**config.mk**
```make
export PLATFORM = sky130hd
export DESIGN_NAME = bram_sdp
export DESIGN_NICKNAME = d
export VERILOG_FILES = /design/src/rtl/bram_pkg.sv /design/src/rtl/bram_sdp.sv
export SDC_FILE = /design/constraint.sdc
export NUM_CORES = 1
export LEC_CHECK = 0
export ABC_CLOCK_PERIOD_IN_PS = 2500
export BUFFER_PORTS_ARGS = -buffer_cell sky130_fd_sc_hd__clkbuf_2
export CAP_MARGIN = 5
export CORE_MARGIN = 2
export CORE_UTILIZATION = 55
export DETAILED_ROUTE_END_ITERATION = 16
export GPL_ROUTABILITY_DRIVEN = 0
export PLACE_DENSITY = 0.77
export SLEW_MARGIN = 20
export SYNTH_ARGS = -nofsm -noshare
export SYNTH_HDL_FRONTEND = slang
export SYNTH_SLANG_ARGS = --single-unit
```
**constraint.sdc**
```tcl
create_clock -name clk -period 2.5 [get_ports clk]
set_clock_uncertainty 0.1 [all_clocks]
set_input_delay 0.375 -clock clk [delete_from_list [all_inputs] [get_ports clk]]
set_output_delay 0.375 -clock clk [all_outputs]
set_load 0.1 [all_outputs]
```
**src/rtl/bram_pkg.sv**
```systemverilog
// Shared types and helpers for the simple dual-port block RAM family.
package bram_pkg;

    localparam int BRAM_MAX_WIDTH = 1024;

    typedef logic [BRAM_MAX_WIDTH-1:0] bram_word_t;

    typedef enum logic {
        CLEAR = 1'b0,
        READY = 1'b1
    } bram_clr_state_e;

    // Lane-wise select: lane i comes from new_word when be[i] is set, else from old_word.
    function automatic bram_word_t byte_merge(
        input bram_word_t old_word,
        input bram_word_t new_word,
        input bram_word_t be,
        input int         byte_width = 8
    );
        bram_word_t merged;
        logic [9:0] lane;
        merged = old_word;
        for (int i = 0; i < BRAM_MAX_WIDTH; i++) begin
            lane = 10'(i / byte_width);
            if (be[lane]) begin
                merged[i[9:0]] = new_word[i[9:0]];
            end else begin
                merged[i[9:0]] = old_word[i[9:0]];
            end
        end
        return merged;
    endfunction

endpackage

```
**src/rtl/bram_sdp.sv**
```systemverilog
// Simple dual-port BRAM: byte write enables, 1/2-cycle read latency, clear-after-reset.
// Optional write-to-read forwarding on same-address collision: define BRAM_SDP_BYPASS_EN.
module bram_sdp
    import bram_pkg::*;
#(
    parameter int                    DATA_WIDTH   = 32,
    parameter int                    ADDR_WIDTH   = 4,
    parameter int                    BYTE_WIDTH   = 8,
    parameter int                    READ_LATENCY = 1,
    parameter logic [DATA_WIDTH-1:0] INIT_VALUE   = '0
) (
    input  logic                              clk,
    input  logic                              rst,
    output logic                              init_busy,
    input  logic                              we,
    input  logic [DATA_WIDTH/BYTE_WIDTH-1:0]  wbe,
    input  logic [ADDR_WIDTH-1:0]             waddr,
    input  logic [DATA_WIDTH-1:0]             wdata,
    input  logic                              re,
    input  logic [ADDR_WIDTH-1:0]             raddr,
    output logic [DATA_WIDTH-1:0]             rdata,
    output logic                              rvalid
);

    localparam int                    NBYTES    = DATA_WIDTH / BYTE_WIDTH;
    localparam int                    DEPTH     = 2 ** ADDR_WIDTH;
    localparam logic [ADDR_WIDTH-1:0] LAST_ADDR = ADDR_WIDTH'(DEPTH - 1);

    if (READ_LATENCY != 1 && READ_LATENCY != 2) begin : g_bad_latency
        $error("bram_sdp: READ_LATENCY must be 1 or 2");
    end
    if ((DATA_WIDTH % BYTE_WIDTH) != 0 || DATA_WIDTH > BRAM_MAX_WIDTH) begin : g_bad_width
        $error("bram_sdp: DATA_WIDTH must be a multiple of BYTE_WIDTH and fit byte_merge");
    end

    bram_clr_state_e         state_r;
    bram_clr_state_e         state_next_s;
    logic [ADDR_WIDTH-1:0]   clr_cnt_r;
    logic [ADDR_WIDTH-1:0]   clr_cnt_next_s;
    logic                    init_busy_r;
    logic                    clr_we_s;
    logic                    usr_we_s;
    logic                    usr_re_s;
    logic [DATA_WIDTH-1:0]   merged_wr_s;
    logic [DATA_WIDTH-1:0]   rd_word_s;
    logic [DATA_WIDTH-1:0]   rdata_r;
    logic                    rvalid_r;
    logic [NBYTES-1:0]       wbe_s;

    logic [DATA_WIDTH-1:0]   mem_r [DEPTH];

    assign wbe_s    = wbe;
    assign clr_we_s = (state_r == CLEAR);
    assign usr_we_s = (state_r == READY) && we;
    assign usr_re_s = (state_r == READY) && re;

    assign merged_wr_s = DATA_WIDTH'(byte_merge(bram_word_t'(mem_r[waddr]),
                                                bram_word_t'(wdata),
                                                bram_word_t'(wbe_s),
                                                BYTE_WIDTH));

    // Clear sequencer next-state: walk every address once, then park in READY.
    always_comb begin
        state_next_s   = state_r;
        clr_cnt_next_s = clr_cnt_r;
        case (state_r)
            CLEAR: begin
                clr_cnt_next_s = clr_cnt_r + ADDR_WIDTH'(1);
                if (clr_cnt_r == LAST_ADDR) begin
                    state_next_s = READY;
                end else begin
                    state_next_s = CLEAR;
                end
            end
            READY: begin
                state_next_s = READY;
            end
            default: begin
                state_next_s   = CLEAR;
                clr_cnt_next_s = '0;
            end
        endcase
    end

    // Clear sequencer state, counter and busy flag.
    always_ff @(posedge clk or posedge rst) begin
        if (rst) begin
            state_r     <= CLEAR;
            clr_cnt_r   <= '0;
            init_busy_r <= 1'b1;
        end else begin
            state_r     <= state_next_s;
            clr_cnt_r   <= clr_cnt_next_s;
            init_busy_r <= (state_next_s == CLEAR);
        end
    end

    // Memory array write port; no reset so the array still maps onto BRAM.
    always_ff @(posedge clk) begin
        if (clr_we_s) begin
            mem_r[clr_cnt_r] <= INIT_VALUE;
        end else if (usr_we_s) begin
            mem_r[waddr] <= merged_wr_s;
        end
    end

`ifdef BRAM_SDP_BYPASS_EN
    // Write-first on collision: the merged word is exactly what the write will store.
    always_comb begin
        rd_word_s = mem_r[raddr];
        if (usr_we_s && (waddr == raddr)) begin
            rd_word_s = merged_wr_s;
        end else begin
            rd_word_s = mem_r[raddr];
        end
    end
`else
    assign rd_word_s = mem_r[raddr];
`endif

    if (READ_LATENCY == 1) begin : g_lat1
        // Single read stage drives the outputs directly.
        always_ff @(posedge clk or posedge rst) begin
            if (rst) begin
                rvalid_r <= 1'b0;
                rdata_r  <= '0;
            end else begin
                rvalid_r <= usr_re_s;
                if (usr_re_s) begin
                    rdata_r <= rd_word_s;
                end
            end
        end
    end else begin : g_lat2
        logic                  s1_valid_r;
        logic [DATA_WIDTH-1:0] s1_data_r;

        // Array read stage followed by an output register; valid travels with the data.
        always_ff @(posedge clk or posedge rst) begin
            if (rst) begin
                s1_valid_r <= 1'b0;
                s1_data_r  <= '0;
                rvalid_r   <= 1'b0;
                rdata_r    <= '0;
            end else begin
                s1_valid_r <= usr_re_s;
                if (usr_re_s) begin
                    s1_data_r <= rd_word_s;
                end
                rvalid_r <= s1_valid_r;
                if (s1_valid_r) begin
                    rdata_r <= s1_data_r;
                end
            end
        end
    end

    assign init_busy = init_busy_r;
    assign rdata     = rdata_r;
    assign rvalid    = rvalid_r;

endmodule
```
==> results of run 1 <==
## synth_stat cells (23+ instances only)
library cell | number | share of area
mux2i_1 | 256 | 0.12
nand3_1 | 74 | 0.017
nor3_1 | 54 | 0.012
nand4_1 | 23 | 0.0066
dfrtp_1 | 38 | 0.043
edfxtp_1 | 512 | 0.70
and2_1 | 33 | 0.0094
nand2_1 | 115 | 0.020
buf_2 | 34 | 0.0078
clkbuf_1 | 35 | 0.0060
a21oi_1 | 32 | 0.0073
a22oi_1 | 73 | 0.025
## registers in the layout, summed over array words and instances (netlist names)
signal,count
clr_cnt_r,4
init_busy,1
mem_r,512
rdata,32
rvalid,1
state_r,1
## critical path: stages (launching register included)
cell     delay [ns]
dfrtp_1        0.36
nand2_2        0.07
nor2_4         0.20
buf_4          0.17
mux2i_4        0.83
nor3_2         0.15
buf_4          0.22
## worst max-delay path by stage
stage               cells after the start    start           end  slack (ns)
finish                                  6  state_r  mem_r[8][14]        0.15
global route                            6  state_r  mem_r[8][11]        0.10
CTS                                     6  state_r  mem_r[8][14]        0.18
detailed placement                      7   wbe[0]  mem_r[8][13]       -0.03
global placement                        6   wbe[0]  mem_r[2][14]        0.02
floorplan                               6   wbe[0]  mem_r[4][16]         0.1
## power groups by stage
| stage | logic [mW] | registers (mW) | clock network [mW] |
|---|---|---|---|
| floorplan | 0.652 | 10.9 | 0 |
| global placement | 1.67 | 10.4 | 0 |
| detailed placement | 1.69 | 10.4 | 0 |
| CTS | 1.70 | 10.2 | 7.83 |
| global route | 1.78 | 10.2 | 8.20 |
| finish | 1.69 | 10.2 | 7.76 |
## cell families (layout without fill, tap and decap cells)
group                    count (synthesis)  count (layout)  share of synthesized area
buffers and inverters                   86             286                     0.0189
XOR/XNOR                                 3               3                    0.00120
adder cells (fa/ha/maj)                  1               1                   0.000570
multiplexers                           265             265                      0.124
AND/OR/NAND/NOR                        330             330                     0.0757
AO/OA/AOI/OAI                          110             110                     0.0340
flip-flops                             551             551                      0.745
## layout make-up
class | count | area, sq um
clock buffer | 78 | 1500
inverter | 3 | 11.3
timing repair buffer | 184 | 1380
tap | 525 | 657
fill | 2720 | 14200
multi-input combinational | 709 | 5210
sequential | 551 | 16400
clock inverter | 21 | 188
## metrics by stage
| step | worst slack (ns) | instance area [sq um] | instances |
|---|---|---|---|
| after global placement | 0.0182 | 23600 | 1971 |
| after CTS | 0.184 | 25300 | 2071 |
| after global routing | 0.100 | 25300 | 2071 |
| after floorplan | 0.0995 | 21900 | 1346 |
| final | 0.150 | 25300 | 2071 |
| after detailed placement | -0.0310 | 23600 | 1971 |
## routing by layer
layer | track usage | wire length (um)
met4 | 0.0879 | 1380
met5 | 0 | 0
met3 | 0.0332 | 4100
met2 | 0.411 | 24800
met1 | 0.342 | 20300
==> impl_results.md, run 1 <==
- Status: complete, no violations
- TritonCTS clock tree: yes
- Worst EP arrival: 2.60 ns
- Post-CTS resize count: 0
- Remaining Overflow, GRT: 0
- Share of post-route cells with drive strength above 1: 0.186
- Hold_sp: raddr[3]
- Synthesized area: roughly 22000 sq um
- CP endpoint kind: flip-flop
- Avg Cell Area, Syn: 16.3 sq um
- Cts hold-fix bufs: 1
- # Post-CTS Setup Buffers: 0
- Worst reg2reg path startpoint: state_r
- Die area: around 42000 sq um
- Critical Path RT: 2.75 ns
- Die Width: 204 um
- Fin util: 0.640
- EDFF count, synth: 512
- Leakage: 9.87 nW
- Switching power: 4.65 mW
- Initial antenna violation count: 0
- Gate power share: 0.086
- Starting Density: 0.555
- RSZ-0062 raised after global routing: false
- Share of the yosys chip area belonging to registers: 0.745
- Clock share of power: 0.394
- Total Power: 19.7 mW
- Count of cell types in the netlist: 34
- Placement Rows: 73
- Core area: just under 40000 sq um
- Max_cap viols: 0
- Fin. Hold Viols: 0
- Fmax achieved: 425 MHz
- Port-buffer cells: a little over 80
- Antenna cells: 0
- Drt wl/cell: about 24 um
- Clk root buf: clkbuf_16
- Residual DRC count: 0
- Ys flop type: edfxtp_1
- Max-slew violation count: 0
- Nets@finish: 1551
- Syn nets: ~1400
- Flop pwr share: 0.520
- Critical path fanouts, max: 16
- Final Cycle Share: 0.940
- Global-route wire length before repair: 75800 um
- Total number of vias: approximately 12000
- H-tree Lvls: 2
- Pwr Density: 778 nW/um^2
- Clk buf depth: 3
- Overall global routing resource usage: 0.248
- WS Path Type: reg -> reg
- Ys Warns: 0
- R2R Setup Slk: about 0.15 ns
- Worst slew margin: 0.276
- Hold_ws: between 0.15 and 0.2 ns
- Hold Path Stages: 4
- Die height: 204 um
- Switching share of power: 0.236
- Top Ports: 82
- Synth Instances: roughly 1300
- Worst Hold Class: in -> reg
- R2R depth: 6
- FF-to-FF End: mem_r[8][14]
- Flops & latches, synth: 551
- Via/cell ratio: 6.01
- Internal: 15.0 mW
- Drt pass-1 iters: 6
- Final ANT Viol Nets: 0
- Vias in the first global route: roughly 13000
- Initial detailed-routing violation count: 1163
- Most frequent cells in the layout: 512 x edfxtp_1, 256 x mux2i_1, 114 x nand2_1, 87 x buf_4, 80 x clkbuf_2
- Slew @ Worst Pin: 1.06 ns
- Detailed Place HPWL: 31000 um
- CTS sink cnt: 551
- Peak supply drop: 784 uV
- CP Launch Type: flip-flop
- WL final: between 50000 and 60000 um
- Commonest non-fill, non-tap cell in the layout: edfxtp_1
- Clock latency on the worst-skew pair: around 0.60 ns
- Synth-to-Final Area Change: 15.3%
- CTS Buf Count: 53
- Min Tclk post-route: ~2.4 ns
- Final setup viols: 0
- Worst-path clk slew: around 0.06 ns
- Largest net degree at the start of global routing: 65
- Total negative setup slack: 0 ns
- Hold Crit Endpoint: rdata[21]
- Post-synth ARST share: 0.0708
Power figures use the tool's default switching activity.
==> run 2, diff against run 1 <==
REMOVE_ABC_BUFFERS = 1   (was unset)
==> run 2 against run 1 <==
  * Combinational power barely moved
  * First-iteration DRC count grew 0.52%
  * Largest power group unchanged
  * Worst setup slack gained 0.010 ns
==> impl_results.md, run 2 (synthesis gave the netlist of run 1 again) <==
- Status: complete, no violations
- H-tree Lvls: 2
- Leakage: ~9.9 nW
- Switching power: 4.48 mW
- Global-route wire length before repair: 73200 um
- Die Width: 204 um
- Die area: 41500 sq um
- Max-slew violation count: 0
- Worst path slowest cell: mux2i_4
- Final setup viols: 0
- WS Path Type: reg -> reg
- Share of post-route cells with drive strength above 1: 0.192
- Clk root buf: clkbuf_16
- Placed insts: 1978
- RSZ-0062 raised after global routing: false
- Final ANT Viol Nets: 0
- Worst slew margin: 0.323
- Vias in the first global route: between 10000 and 15000
- Port-buffer cells: 81
- Min setup slack post-route: about 0.16 ns
- Non-filler cells, final: about 2100
- Antenna cells: 0
- Internal: 14.8 mW
- Hold_sp: raddr[3]
- CTS sink cnt: 551
- Hold Crit Endpoint: rdata[0]
- Slew @ Worst Pin: 0.994 ns
- Top reg by flops: mem_r
- Initial antenna violation count: 1
- TritonCTS clock tree: yes
- Pwr Density: about 760 nW/um^2
- Top Ports: 82
- Core area: just under 40000 sq um
- Final Cycle Share: 0.936
- Buffers plus inverters on the worst setup path: 1
- Die height: 204 um
- Clock latency on the worst-skew pair: about 0.56 ns
- Flop pwr share: 0.529
- Clock share of power: 0.383
- Gate power share: 0.088
- Largest net degree at the start of global routing: 65
- CP Launch Type: flip-flop
- Worst EP arrival: 2.56 ns
- Overall global routing resource usage: 0.238
- Critical path fanouts, max: 16
- Residual DRC count: 0
- Peak supply drop: 504 uV
- Worst reg2reg path startpoint: state_r
- Clk buf depth: 3
- Drt wl/cell: 23.5 um
- Nets@finish: 1562
- Fmax achieved: 427 MHz
- FF-to-FF End: mem_r[2][7]
- Critical Path RT: approximately 2.7 ns
- Drt pass-1 iters: 5
- Detailed Place HPWL: 30700 um
- Synth-to-Final Area Change: 15.4%
- Worst-path clk slew: 0.06 ns
- Switching share of power: 0.232
- Commonest non-fill, non-tap cell in the layout: edfxtp_1
- DP Worst Slack: -0.0790 ns
- Critical-path cell list: nand2_2 > nor2_4 > mux2i_4 > nor3_1 > buf_4
- Worst Hold Class: in -> reg
- Post-CTS resize count: 0
- Min Tclk post-route: ~2.3 ns
- Total number of vias: 12200
- Starting Density: 0.555
- Placement Rows: 73
- Delay-heaviest family, CP: multiplexers
- Initial detailed-routing violation count: 1169
- R2R depth: 5
- Hold Path Stages: 4
- Max_cap viols: 0
- CP peak stage delay: 0.89 ns
- Fin. Hold Viols: 0
- R2R Setup Slk: between 0.15 and 0.2 ns
- CTS Buf Count: 50
- WL final: 48900 um
- Via/cell ratio: ~5.9
- Hold_ws: about 0.18 ns
- Number of flip-flops in the largest register: 512
- CP endpoint kind: flip-flop
- Remaining Overflow, GRT: 0
- Most frequent cells in the layout: 512 x edfxtp_1, 256 x mux2i_1, 115 x nand2_1, 102 x buf_4, 80 x clkbuf_2
[run 2: changes by cell type in the layout (fill, tap and decap cells not counted), moves of 2 or more]
| cell | previous run | this run |
|---|---|---|
| clkinvlp_4 | 1 | 3 |
| clkbuf_8 | 6 | 9 |
| buf_4 | 87 | 102 |
| clkbuf_1 | 18 | 15 |
| bufinv_16 | 3 | 1 |
[run 2: how the worst max path moves through the flow]
stage | start | endpoint | depth (start not counted) | slack (ns)
2_1_floorplan | raddr[0] | rdata[25] | 4 | -0.71
3_3_place_gp | wbe[0] | mem_r[4][1] | 7 | -0.03
3_5_place_dp | wbe[0] | mem_r[4][2] | 7 | -0.08
4_1_cts | state_r | mem_r[4][7] | 6 | 0.06
5_1_grt | state_r | mem_r[2][24] | 5 | 0.07
6_report | state_r | mem_r[2][7] | 5 | 0.16
[run 2: timing repair]
| item | 4_1_cts | 5_1_grt |
|---|---|---|
| buffers inserted | 0 | 7 |
| hold buffers | 1 | 0 |
| endpoints found under the setup margin | 0 | 45 |
| endpoints found under the hold margin | 14 | 0 |
[run 2: power groups by stage]
| stage | logic, mW | registers, mW | clock network (mW) |
|---|---|---|---|
| floorplan | 0.538 | 10.9 | 0 |
| global placement | 1.65 | 10.4 | 0 |
| detailed placement | 1.67 | 10.4 | 0 |
| CTS | 1.68 | 10.2 | 7.48 |
| global route | 1.78 | 10.2 | 7.85 |
| finish | 1.69 | 10.2 | 7.40 |
[run 2: layer usage]
metal  share of wire  up-vias  GRT usage
met3           0.082       86     0.0454
met1            0.40     6093      0.326
li1                -     5515          -
met4           0.030        0     0.0902
met5               0        -          0
met2            0.48      525      0.383
[run 2: worst min-delay path, cell delays in order]
cell and delay, ns:
clkbuf_2 0.11, nor2_4 0.12, nand4_1 0.11, nand3_1 0.07
[run 2: cell type report]
type | instances | area, sq um
tap | 525 | 657
fill | 2687 | 14200
clock inverter | 17 | 109
clock buffer | 77 | 1510
inverter | 3 | 11.3
timing repair buffer | 198 | 1470
multi-input combinational | 709 | 5210
sequential | 551 | 16400
[run 2: metrics by stage]
step                TNS [ns]  cell area, sq um  total power [mW]   util
finish                     0             25300              19.3  0.640
global route               0             25300              19.9  0.640
CTS                        0             25200              19.4  0.638
detailed placement     -2.10             23600              12.1  0.596
global placement      -0.210             23600              12.1  0.596
floorplan            -108.92             21500              11.5      -
==> run 3, diff against run 2 <==
ABC_CLOCK_PERIOD_IN_PS = 2300   (was 2500)
RECOVER_POWER = 100   (was unset)
REMOVE_ABC_BUFFERS = unset   (was 1)
clock period = 2.3 ns   (was 2.5 ns; I/O delays follow)
==> run 3 against run 2 <==
  * Power is 9.3% higher
  * Critical path depth grew 3
  * Cell area fell by 0.91%
  * Largest cell class unchanged
  * Non-clock buffer count shrank 4
  * Sequential power grew 9%
  * Via count grew 3.5%
  * Combinational power rose by 9%
==> impl_results.md, run 3 (synthesis gave the netlist of run 1 again) <==
- Number of flip-flops in the largest register: 512
- FF-to-FF End: mem_r[7][15]
- Final ANT Viol Nets: 0
- Hold_sp: raddr[1]
- Critical path fanouts, max: 9
- Critical-path cell list: nand2_2 > nor2_4 > buf_12 > buf_4 > mux2i_1 > clkbuf_1 > nor3_1 > clkbuf_2
- Vias in the first global route: 12900
- Fin util: 0.634
- Via/cell ratio: between 6 and 7
- Worst path slowest cell: mux2i_1
- Design area: roughly 25000 sq um
- Worst reg2reg path startpoint: state_r
- Final setup viols: 0
- Max_cap viols: 0
- Slew @ Worst Pin: 1.12 ns
- DP Worst Slack: -0.381 ns
- Critical Path RT: 2.51 ns
- CP Launch Type: flip-flop
- Buffers plus inverters on the worst setup path: 4
- Clock latency on the worst-skew pair: between 0.5 and 0.6 ns
- H-tree Lvls: 2
- Port-buffer cells: 81
- Top reg by flops: mem_r
- Worst slew margin: 0.251
- Total number of vias: 12600
- RSZ-0062 raised after global routing: false
- Synth-to-Final Area Change: 14.3%
- CTS sink cnt: 551
- Leakage: 9.82 nW
- Die area: 41500 sq um
- Delay-heaviest family, CP: buffers and inverters
- Non-filler cells, final: 2079
- Dpl cell area: 23700 sq um
- Die height: 204 um
- CP Depth: 8
- Worst-path clk slew: 0.06 ns
- Global-route wire length before repair: 77400 um
- Min Tclk post-route: 2.27 ns
- Placement Rows: 73
- CP Capture Point: mem_r[7][15]
- Min setup slack post-route: approximately 0.031 ns
- Worst EP arrival: 2.48 ns
- Internal: 16.1 mW
- Initial detailed-routing violation count: 1145
- Starting Density: 0.555
- Antenna cells: 0
- Final Cycle Share: 0.986
- Total negative setup slack: 0 ns
- Gate power share: 0.087
- Placed insts: 1972
- Switching share of power: 0.238
- Fin. Hold Viols: 0
- Status: complete, no violations
- Drt wl/cell: 24.7 um
- Core area: approximately 40000 sq um
- Clk root buf: clkbuf_16
- Worst setup startpoint: state_r
- CTS Buf Count: 53
- Largest net degree at the start of global routing: 65
- R2R depth: 8
- Die Width: 204 um
- Fillers: 2747
- R2R Setup Slk: 0.03 ns
- Flop pwr share: 0.526
- Top Ports: a little over 80
- CP peak stage delay: about 0.40 ns
- Fmax achieved: 441 MHz
- Initial antenna violation count: 0
- Worst Hold Class: in -> reg
- Overall global routing resource usage: 0.251
- WS Path Type: reg -> reg
- CP endpoint kind: flip-flop
- Total Power: 21.1 mW
- Switching power: ~5 mW
- TritonCTS clock tree: yes
- Commonest non-fill, non-tap cell in the layout: edfxtp_1
- Clock share of power: 0.386
- Pwr Density: roughly 840 nW/um^2
- Detailed Place HPWL: 30500 um
- Most frequent cells in the layout: 512 x edfxtp_1, 258 x mux2i_1, 139 x clkbuf_2, 114 x nand2_1, 74 x nand3_1
- Nets@finish: 1561
- Max-slew violation count: 0
- Clk buf depth: 3
- Remaining Overflow, GRT: 0
- Residual DRC count: 0
- Share of post-route cells with drive strength above 1: 0.180
- Drt pass-1 iters: 6
- Hold_ws: 0.296 ns
- WL final: approximately 50000 um
- Peak supply drop: slightly below 800 uV
-- run 3: changes by cell type in the layout (fill, tap and decap cells not counted), sizes merged --
cell	before	now
buf	117	44
clkbuf	157	214
clkinv	13	27
clkinvlp	3	1
inv	3	5
bufinv	1	2
-- run 3: worst min-delay path, cell delays in order --
cell and delay [ns]:
buf_8 0.15, mux2i_1 0.13, nand2_1 0.12, nand3_1 0.09, nand3_1 0.09
-- run 3: how the worst min path moves through the flow --
stage,end,slack [ns],cells past startpoint
floorplan,clr_cnt_r[3],0.42,1
global placement,rdata[15],0.30,2
CTS,rdata[12],0.25,3
global route,rdata[9],0.30,5
detailed placement,rdata[12],0.32,2
finish,rdata[9],0.30,5
-- run 3: routing by layer --
metal  wire (um)  track usage
met1       20700        0.348
met2       25200        0.407
met3        4010       0.0441
met4        1450       0.0834
met5           0            0
-- run 3: power by group through the flow --
stage               sequential [mW]  combinational [mW]  clock, mW
detailed placement             11.3                1.83          0
global placement               11.3                1.81          0
CTS                            11.1                1.86       8.20
global route                   11.1                1.94       8.60
finish                         11.1                1.85       8.15
floorplan                      11.9               0.714          0
-- run 3: final cells by class --
cell class                      instances  area (sq um)  share of cell area
Sequential cell                       551         16400               0.652
Multi-Input combinational cell        709          5160               0.206
Clock buffer                           65          1410              0.0564
Timing Repair Buffer                  194          1290              0.0515
Tap cell                              525           657              0.0262
Clock inverter                         32           204             0.00813
Inverter                                3          11.3            0.000449
-- run 3: timing repair --
action                                  CTS  global route
hold buffers                              1             0
endpoints found under the setup margin  148            84
resized for setup                         0             0
pin swaps                                 0             0
setup buffers                             7             2
hold endpoints to repair                 17             0
